<file path="src/rtl/rom_bus_pkg.sv">
// Shared constants and state encoding for the parallel ROM bus initiator and its ROM model.
package rom_bus_pkg;

    typedef enum logic [1:0] {
        ST_IDLE    = 2'd0,
        ST_ACCESS  = 2'd1,
        ST_RECOVER = 2'd2
    } rom_state_e;

    localparam int ROM_WIDTH       = 16;
    localparam int DEF_ADDR_BITS   = 12;
    localparam int DEF_BEATS       = 2;
    localparam int DEF_WAIT_CYCLES = 7;
    localparam int DEF_RECOVER     = 1;

    function automatic int max_int(input int a, input int b);
        return (a > b) ? a : b;
    endfunction

endpackage

</file>
<file path="src/rtl/rom_access_timer.sv">
// Down-counter shared by the ACCESS and RECOVER windows; o_done is high in the last cycle of a window.
module rom_access_timer #(
    parameter int CNT_BITS = 3
) (
    input  logic                clk,
    input  logic                reset,
    input  logic                i_load,
    input  logic [CNT_BITS-1:0] i_load_val,
    input  logic                i_clear,
    output logic                o_done
);

    logic [CNT_BITS-1:0] r_count;
    logic                r_active;

    // Count state: load has priority, then clear, then count down to zero and stop.
    always_ff @(posedge clk or posedge reset) begin
        if (reset) begin
            r_count  <= {CNT_BITS{1'b0}};
            r_active <= 1'b0;
        end else if (i_load) begin
            r_count  <= i_load_val;
            r_active <= 1'b1;
        end else if (i_clear) begin
            r_count  <= {CNT_BITS{1'b0}};
            r_active <= 1'b0;
        end else if (r_active) begin
            if (r_count == {CNT_BITS{1'b0}}) begin
                r_active <= 1'b0;
            end else begin
                r_count <= r_count - {{(CNT_BITS-1){1'b0}}, 1'b1};
            end
        end else begin
            r_count  <= r_count;
            r_active <= r_active;
        end
    end

    assign o_done = r_active && (r_count == {CNT_BITS{1'b0}});

endmodule

</file>
<file path="src/rtl/rom_fetch_ctrl.sv">
// ROM fetch initiator: drives CE/OE/PCadr, samples one or two beats and returns an assembled instruction.
module rom_fetch_ctrl
    import rom_bus_pkg::*;
#(
    parameter int WIDTH       = ROM_WIDTH,
    parameter int ADDR_BITS   = DEF_ADDR_BITS,
    parameter int BEATS       = DEF_BEATS,
    parameter int WAIT_CYCLES = DEF_WAIT_CYCLES,
    parameter int RECOVER     = DEF_RECOVER
) (
    input  logic                     clk,
    input  logic                     reset,
    input  logic                     req_valid,
    input  logic [ADDR_BITS-1:0]     req_addr,
    output logic                     req_ready,
    input  logic                     flush,
    output logic                     rsp_valid,
    output logic [WIDTH*BEATS-1:0]   instr,
    output logic                     CE,
    output logic                     OE,
    output logic [ADDR_BITS-1:0]     PCadr,
    input  logic [WIDTH-1:0]         rom_data
);

    localparam int                  TMR_BITS     = $clog2(max_int(WAIT_CYCLES, RECOVER) + 1);
    localparam logic [TMR_BITS-1:0] ACCESS_LOAD  = TMR_BITS'(WAIT_CYCLES - 1);
    localparam logic [TMR_BITS-1:0] RECOVER_LOAD = TMR_BITS'(RECOVER - 1);
    localparam logic                BEAT_LAST    = 1'(BEATS - 1);

    rom_state_e                 r_state, w_state_nxt;
    logic                       r_ce_n, w_ce_n_nxt;
    logic [ADDR_BITS-1:0]       r_pcadr, w_pcadr_nxt;
    logic [ADDR_BITS-1:0]       r_base, w_base_nxt;
    logic                       r_beat, w_beat_nxt;
    logic [WIDTH*BEATS-1:0]     r_asm, w_asm_nxt, w_asm_cap;
    logic [WIDTH*BEATS-1:0]     r_instr, w_instr_nxt;
    logic                       r_rsp, w_rsp_nxt;
    logic                       r_ready, w_ready_nxt;
    logic                       r_abort, w_abort_nxt;
    logic                       w_tmr_load, w_tmr_clear, w_tmr_done;
    logic [TMR_BITS-1:0]        w_tmr_val;
    logic                       w_beat_inc;

    rom_access_timer #(.CNT_BITS(TMR_BITS)) u_timer (
        .clk        (clk),
        .reset      (reset),
        .i_load     (w_tmr_load),
        .i_load_val (w_tmr_val),
        .i_clear    (w_tmr_clear),
        .o_done     (w_tmr_done)
    );

    assign w_beat_inc = r_beat + 1'b1;

    // Merge the ROM word into the lane selected by the current beat.
    always_comb begin
        w_asm_cap = r_asm;
        for (int b = 0; b < BEATS; b++) begin
            if (r_beat == 1'(b)) begin
                w_asm_cap[b*WIDTH +: WIDTH] = rom_data;
            end else begin
                w_asm_cap[b*WIDTH +: WIDTH] = r_asm[b*WIDTH +: WIDTH];
            end
        end
    end

    // Next-state and next-output logic; a flush latches r_abort so no further beat or response follows.
    always_comb begin
        w_state_nxt = r_state;
        w_ce_n_nxt  = r_ce_n;
        w_pcadr_nxt = r_pcadr;
        w_base_nxt  = r_base;
        w_beat_nxt  = r_beat;
        w_asm_nxt   = r_asm;
        w_instr_nxt = r_instr;
        w_rsp_nxt   = 1'b0;
        w_ready_nxt = r_ready;
        w_abort_nxt = r_abort;
        w_tmr_load  = 1'b0;
        w_tmr_clear = 1'b0;
        w_tmr_val   = ACCESS_LOAD;
        case (r_state)
            ST_IDLE: begin
                if (req_valid && r_ready && !flush) begin
                    w_base_nxt  = req_addr;
                    w_pcadr_nxt = req_addr;
                    w_ce_n_nxt  = 1'b0;
                    w_beat_nxt  = 1'b0;
                    w_ready_nxt = 1'b0;
                    w_abort_nxt = 1'b0;
                    w_tmr_load  = 1'b1;
                    w_tmr_val   = ACCESS_LOAD;
                    w_state_nxt = ST_ACCESS;
                end else begin
                    w_state_nxt = ST_IDLE;
                end
            end
            ST_ACCESS: begin
                if (flush) begin
                    w_ce_n_nxt  = 1'b1;
                    w_abort_nxt = 1'b1;
                    w_tmr_load  = 1'b1;
                    w_tmr_val   = RECOVER_LOAD;
                    w_state_nxt = ST_RECOVER;
                end else if (w_tmr_done) begin
                    w_ce_n_nxt  = 1'b1;
                    w_asm_nxt   = w_asm_cap;
                    w_tmr_load  = 1'b1;
                    w_tmr_val   = RECOVER_LOAD;
                    w_state_nxt = ST_RECOVER;
                    if (r_beat == BEAT_LAST) begin
                        w_instr_nxt = w_asm_cap;
                        w_rsp_nxt   = 1'b1;
                    end else begin
                        w_instr_nxt = r_instr;
                    end
                end else begin
                    w_state_nxt = ST_ACCESS;
                end
            end
            ST_RECOVER: begin
                if (flush) begin
                    w_abort_nxt = 1'b1;
                end else begin
                    w_abort_nxt = r_abort;
                end
                if (w_tmr_done) begin
                    if (!r_abort && !flush && (r_beat != BEAT_LAST)) begin
                        w_beat_nxt  = w_beat_inc;
                        w_pcadr_nxt = r_base + ADDR_BITS'(w_beat_inc);
                        w_ce_n_nxt  = 1'b0;
                        w_tmr_load  = 1'b1;
                        w_tmr_val   = ACCESS_LOAD;
                        w_state_nxt = ST_ACCESS;
                    end else begin
                        w_ready_nxt = 1'b1;
                        w_tmr_clear = 1'b1;
                        w_state_nxt = ST_IDLE;
                    end
                end else begin
                    w_state_nxt = ST_RECOVER;
                end
            end
            default: begin
                w_ce_n_nxt  = 1'b1;
                w_ready_nxt = 1'b1;
                w_tmr_clear = 1'b1;
                w_state_nxt = ST_IDLE;
            end
        endcase
    end

    // Register state and every bus-facing output; reset drops the ROM strobes immediately.
    always_ff @(posedge clk or posedge reset) begin
        if (reset) begin
            r_state <= ST_IDLE;
            r_ce_n  <= 1'b1;
            r_pcadr <= {ADDR_BITS{1'b0}};
            r_base  <= {ADDR_BITS{1'b0}};
            r_beat  <= 1'b0;
            r_asm   <= {(WIDTH*BEATS){1'b0}};
            r_instr <= {(WIDTH*BEATS){1'b0}};
            r_rsp   <= 1'b0;
            r_ready <= 1'b1;
            r_abort <= 1'b0;
        end else begin
            r_state <= w_state_nxt;
            r_ce_n  <= w_ce_n_nxt;
            r_pcadr <= w_pcadr_nxt;
            r_base  <= w_base_nxt;
            r_beat  <= w_beat_nxt;
            r_asm   <= w_asm_nxt;
            r_instr <= w_instr_nxt;
            r_rsp   <= w_rsp_nxt;
            r_ready <= w_ready_nxt;
            r_abort <= w_abort_nxt;
        end
    end

    assign CE        = r_ce_n;
    assign OE        = r_ce_n;
    assign PCadr     = r_pcadr;
    assign instr     = r_instr;
    assign rsp_valid = r_rsp;
    assign req_ready = r_ready;

endmodule

</file>
<file path="config.mk">
export PLATFORM = sky130hd
export DESIGN_NAME = rom_fetch_ctrl
export DESIGN_NICKNAME = d
export VERILOG_FILES = /design/src/rtl/rom_bus_pkg.sv /design/src/rtl/rom_access_timer.sv /design/src/rtl/rom_fetch_ctrl.sv
export SDC_FILE = /design/constraint.sdc
export NUM_CORES = 1
export LEC_CHECK = 0
export CAP_MARGIN = 15
export CORE_ASPECT_RATIO = 2
export CORE_UTILIZATION = 35
export CTS_BUF_LIST = sky130_fd_sc_hd__clkbuf_16
export DETAILED_ROUTE_END_ITERATION = 7
export PLACE_DENSITY_LB_ADDON = 0.05
export RECOVER_POWER = 50
export SLEW_MARGIN = 10
export SYNTH_ARGS = -nofsm -noshare
export SYNTH_HDL_FRONTEND = slang
export SYNTH_SLANG_ARGS = --single-unit
</file>
<file path="constraint.sdc">
create_clock -name clk -period 3.9 [get_ports clk]
set_input_delay 0.78 -clock clk [delete_from_list [all_inputs] [get_ports clk]]
set_output_delay 0.78 -clock clk [all_outputs]
set_load 0.02 [all_outputs]
</file>
==> results of run 1 <==
==> layer usage <==
metal  track usage  wire [microns]
met2         0.315            4570
met3        0.0423             386
met5             0               0
met1         0.180            3350
met4        0.0717             195
==> worst max-delay path, delay by kind of cell <==
family / cells / cell delay, ps
AOI/OAI and AO/OA: 3 / 950
and+or+nand+nor: 2 / 650
buffers and inverters: 1 / 650
==> Yosys cell counts, types with 3 or more instances <==
cell type,number
a21oi_1,6
buf_2,9
xor2_1,6
nor2b_1,3
mux2_2,28
and3_1,4
xnor2_1,3
inv_1,8
dfrtp_1,81
mux2i_1,5
clkbuf_1,3
ha_1,8
o21ai_0,4
nand3_1,8
o21ai_1,9
nor2_1,10
nand2_1,118
a21o_1,3
nand4_1,3
a211oi_1,3
==> power breakdown <==
group / leakage, uW / internal [uW] / switching, uW
clock: 0.000127 / 422 / 328
sequential: 0.00109 / 1120 / 188
combinational: 0.00112 / 534 / 566
==> final cells by class <==
class                   count  area, sq um  share of cell area
repair buffers             85          836               0.172
well taps                 135          169              0.0348
inverters                   9         35.0             0.00721
clock inverters             7         36.3             0.00747
multi-input cells         249         1480               0.304
flip-flops and latches     83         2080               0.428
clock buffers               9          225              0.0464
==> logic make-up (layout without fill, tap and decap cells) <==
kind of cell,Yosys count,count (layout),share of synthesized area
DFF,83,83,0.562
and+or+nand+nor,159,159,0.184
muxes,33,33,0.0987
adders and majority gates,8,8,0.0271
xor gates and xnor gates,9,9,0.0213
AOI/OAI and AO/OA,40,40,0.0710
buffers and inverters,26,110,0.0355
==> registers in the layout (all words and copies together), names as in the netlist <==
signal / flops
r_base: 12
PCadr: 12
instr: 32
r_state: 2
rsp_valid: 1
req_ready: 1
r_beat: 1
CE: 1
r_asm: 16
u_timer.r_count: 3
r_abort: 1
u_timer.r_active: 1
==> worst max-delay path by stage <==
stage | start | end | slack (ps) | cells past startpoint
after floorplan | reset | PCadr[0] | 990 | 1
after global placement | flush | r_asm[11] | 1080 | 4
after detailed placement | flush | r_asm[8] | 1010 | 4
after CTS | flush | r_asm[8] | 1360 | 4
after global routing | flush | PCadr[8] | 940 | 6
final | flush | PCadr[8] | 1130 | 6
==> stage by stage <==
stage | util | area, sq um | instances | power, uW
after detailed placement | 0.451 | 4610 | 561 | 2460
after global routing | 0.476 | 4860 | 577 | 3380
after floorplan | - | 3700 | 358 | 2070
final | 0.476 | 4860 | 577 | 3160
after CTS | 0.477 | 4870 | 577 | 3230
after global placement | 0.451 | 4610 | 561 | 2440
==> impl_metrics.toml, run 1 <==
[final_layout]
final_common_cell = "nand2_1"
final_cell_mix = "118 x nand2_1, 81 x dfrtp_1, 61 x clkdlybuf4s50_1"
n_fill_cell = 1010
drive_gt1_frac = 0.115
diodes = 0
nets = 477
area_growth_pct = 31.3

[logic_synthesis]
synthArstFlopShare = 1.00
ys_warn_count = 0
yosysTopAreaCell = "dfrtp_1"
synth_area_leaders = "dfrtp_1 55%, nand2_1 12%, mux2_2 8.5%"
synth.avg_cell_area_sq_um = 10.3
synthCells = 358
synth_top_area_frac = 0.548
synth_seq_area_share = 0.562
synth-edff-count = 0
netlist_area_sq_mm = 0.00370
syn_nets = 398
ys_ff_latch = 83
ys_types = 45
yosys_most_used_dff = "dfrtp_1"

[sta]
maxSlewViolCount = 0
max_slew_margin = 0.111
hold-worst-slack_ps = 456
setup_violations = 0
tns_ps = 0
fin_skew_ps = 6.92
post-route-period-util = 0.709
worst_slew_pin_slew_ps = 1330
max_freq_ghz = 0.361
finalCriticalPeriod_ps = 2770
finalHoldViolCount = 0
rsz0062_at_grt = "false"
fin_ws_ps = 1130

[clock_tree]
cts_buffers = 9
cts_tree = "built"
cts_resized = 0
clockBufferDepth = 2
h-tree-depth = 3
root_buffer = "clkbuf_16"
postCtsSetupBuffers = 0
cts.sinks = 83
clock_latency_ps = 330
clk_pin_slew_worst_paths_ps = 60
hold_buffers = 0

[global_route]
grt_pass1_wl_mm = 14.2
grt-ovfl-total = 0
grt_max_degree = 34
track_usage = 0.173
grt_pass1_vias = 2902
antenna_found_initial = 0

[placement]
post-dp-hpwl_mm = 6.15
post-place-ws_ps = 1010
gp_congestion = 0.775
io_buffer_count = 79

[die]
dieArea_sq_mm = 0.0110
ios = 80
die_h_microns = 147
coreArea_sq_mm = 0.0102
rows = 52
fp.dieW_microns = 74.7
start_util = 0.362

[route]
via_per_inst = 4.80
routedWlPerCell_microns = 14.7
drtPass1Iterations = 4
ant_nets = 0
drc = 0
routed_wl_mm = 8.50
vias = 2770
dr.first_iter.drc_count = 160

[worst_setup_path]
r2r-end = "PCadr[8]"
slowest_stage = "dlygate4sd3_1"
r2r_setup_slack_ps = 1540
cp_cell_sequence = "dlygate4sd3_1, nor3_1, nand3_1, a22o_1, a211oi_1, a21o_1"
crit_path_end_kind = "register"
r2r-start = "u_timer.r_count[0]"
startpoint_type = "input port"
slowest_delay_ps = 650
crit_required_ps = 4170
rr_worst_depth = 8
crit_arrival_ps = 3040
cp_max_fo = 25
path_class = "in2reg"

[worst_hold_path]
holdCritStartpoint = "r_asm[13]"
hold_path_class = "reg2reg"
whs_path_depth = 2
worstHoldEndpoint = "instr[13]"

[job]
maxCapViolations = 0

[power_and_ir_drop]
p_per_area_mw_per_mm2 = 651
peakVddDrop_mv = 0.309
p_leak_uw = 0.00234

[run_status]
status = "finished, final reports clean"
Note: power is estimated with default switching activity, not from simulation.
==> inputs of run 2 (changes only) <==
==> constraint.sdc (replaced) <==
create_clock -name clk -period 2.6 [get_ports clk]
set_input_delay 0.52 -clock clk [delete_from_list [all_inputs] [get_ports clk]]
set_output_delay 0.52 -clock clk [all_outputs]
set_load 0.02 [all_outputs]
==> run 2 against run 1 <==
Net effect: hold slack better by 10 ps; clock skew down 3.2 ps; non-clock buffer count up 4; via count up 1.2%; global-route usage about the same; setup slack worse by 670 ps; first-iteration DRC count up 23%; critical path type is now reg2reg; critical endpoint is now u_timer.r_count[2].
==> impl_metrics.toml, run 2 (synthesized netlist as in run 1, its figures left out) <==
[worst_hold_path]
hold_path_class = "reg2reg"
whs_path_depth = 2

[final_layout]
final_common_cell = "nand2_1"
largest_reg_flops = 32
seqCellArea_sq_mm = 0.00208
stdcell_area_sq_mm = 0.00498
drive_gt1_frac = 0.126
multi_input_area_sq_mm = 0.00148
area_growth_pct = 34.5
nets = 481
final_cell_mix = "118 x nand2_1, 81 x dfrtp_1, 71 x clkdlybuf4s50_1"
diodes = 0
n_fill_cell = 1025

[die]
dieArea_sq_mm = 0.0110
rows = 52
ios = 80
die_h_microns = 147
start_util = 0.362
coreArea_sq_mm = 0.0102
fp.dieW_microns = 74.7

[worst_setup_path]
startpoint_type = "register"
crit_arrival_ps = 2360
crit_path_end_kind = "register"
path_class = "reg2reg"
crit_required_ps = 2820
rr_worst_depth = 7
cp_max_fo = 10

[route]
vias = 2802
dr.first_iter.drc_count = 197
routedWlPerCell_microns = 14.8
ant_nets = 0
via_per_inst = 4.82
routed_wl_mm = 8.58
drc = 0
drtPass1Iterations = 4

[placement]
place_area_sq_mm = 0.00469
post-dp-hpwl_mm = 6.24
io_buffer_count = 79
gp_congestion = 0.754

[global_route]
grt-ovfl-total = 0
grt_pass1_wl_mm = 14.2
grt_max_degree = 34
antenna_found_initial = 0
grt_pass1_vias = 2850
track_usage = 0.173

[sta]
max_freq_ghz = 0.469
finalHoldViolCount = 0
tns_ps = 0
worst_slew_pin_slew_ps = 1280
fin_skew_ps = 3.75
rsz0062_at_grt = "false"
finalCriticalPeriod_ps = 2130
maxSlewViolCount = 0
setup_violations = 0
max_slew_margin = 0.140
post-route-period-util = 0.820

[power_and_ir_drop]
power_uw = 4980
peakVddDrop_mv = 0.610
combPwrFrac = 0.345
switching_share = 0.339
power.internal_uw = 3290
clkPwrFrac = 0.257
p_leak_uw = 0.00236
p_per_area_mw_per_mm2 = 1000
p_sw_uw = 1690
p_seq_frac = 0.397

[clock_tree]
cts.sinks = 83
root_buffer = "clkbuf_16"
clock_latency_ps = 340
h-tree-depth = 3
hold_buffers = 0
cts_tree = "built"
cts_resized = 0
postCtsSetupBuffers = 0
clk_pin_slew_worst_paths_ps = 60
clockBufferDepth = 2
cts_buffers = 9

[run_status]
status = "finished, final reports clean"

[job]
maxCapViolations = 0
-- run 2: cell types whose count changed in the layout (fill, tap and decap cells not counted), moves of 2 or more --
cell and change:
clkinv_4 +3, clkbuf_1 +2, clkdlybuf4s50_1 +10, clkinv_2 -2
buf_12 +4, dlygate4sd3_1 -10, buf_4 -2
-- run 2: cell type report --
class | instances | area share
inverter | 9 | 0.00704
tap | 135 | 0.0339
clock buffer | 9 | 0.0453
clock inverter | 7 | 0.0153
multi-input combinational | 249 | 0.298
sequential | 83 | 0.418
timing repair buffer | 89 | 0.183
-- run 2: worst paths after layout --
path / start / to / slack (ps)
setup / recovery: r_state[0] / u_timer.r_count[2] / 470
hold / removal: instr[31] / instr[31] / 470
setup reg to reg: r_state[0] / u_timer.r_count[2] / 470
hold reg to reg: instr[31] / instr[31] / 470
max in group asynchronous: reset / CE / 920
min in group asynchronous: reset / r_base[8] / 900
-- run 2: power groups by stage --
| stage | registers [uW] | logic, uW | clock network (uW) |
|---|---|---|---|
| detailed placement | 2000 | 1760 | 0 |
| floorplan | 2060 | 1050 | 0 |
| global route | 2030 | 1910 | 1390 |
| CTS | 1980 | 1760 | 1330 |
| finish | 1980 | 1720 | 1280 |
| global placement | 1990 | 1720 | 0 |
-- run 2: per-stage QoR --
stage	instances	setup slack, ps	utilization	hold slack, ps
CTS	581	473	0.489	467
global route	581	387	0.487	486
global placement	565	353	0.459	445
finish	581	468	0.487	467
floorplan	358	803	-	435
detailed placement	565	307	0.459	452
-- run 2: per-layer routing --
metal / GRT usage / wire length (microns) / part of all wire / vias up
met5: 0 / 0 / 0 / -
met4: 0.0651 / 167 / 0.019 / 0
met3: 0.0436 / 289 / 0.034 / 11
met2: 0.305 / 4680 / 0.55 / 63
met1: 0.194 / 3440 / 0.40 / 1369
li1: - / - / - / 1359
-- run 2: critical path, stage by stage (launching register included) --
cell and delay, ps:
dfrtp_1 400, inv_1 90, ha_1 350, inv_2 170, or3_1 440, a21bo_1 230, and3_1 150, o22a_1 190
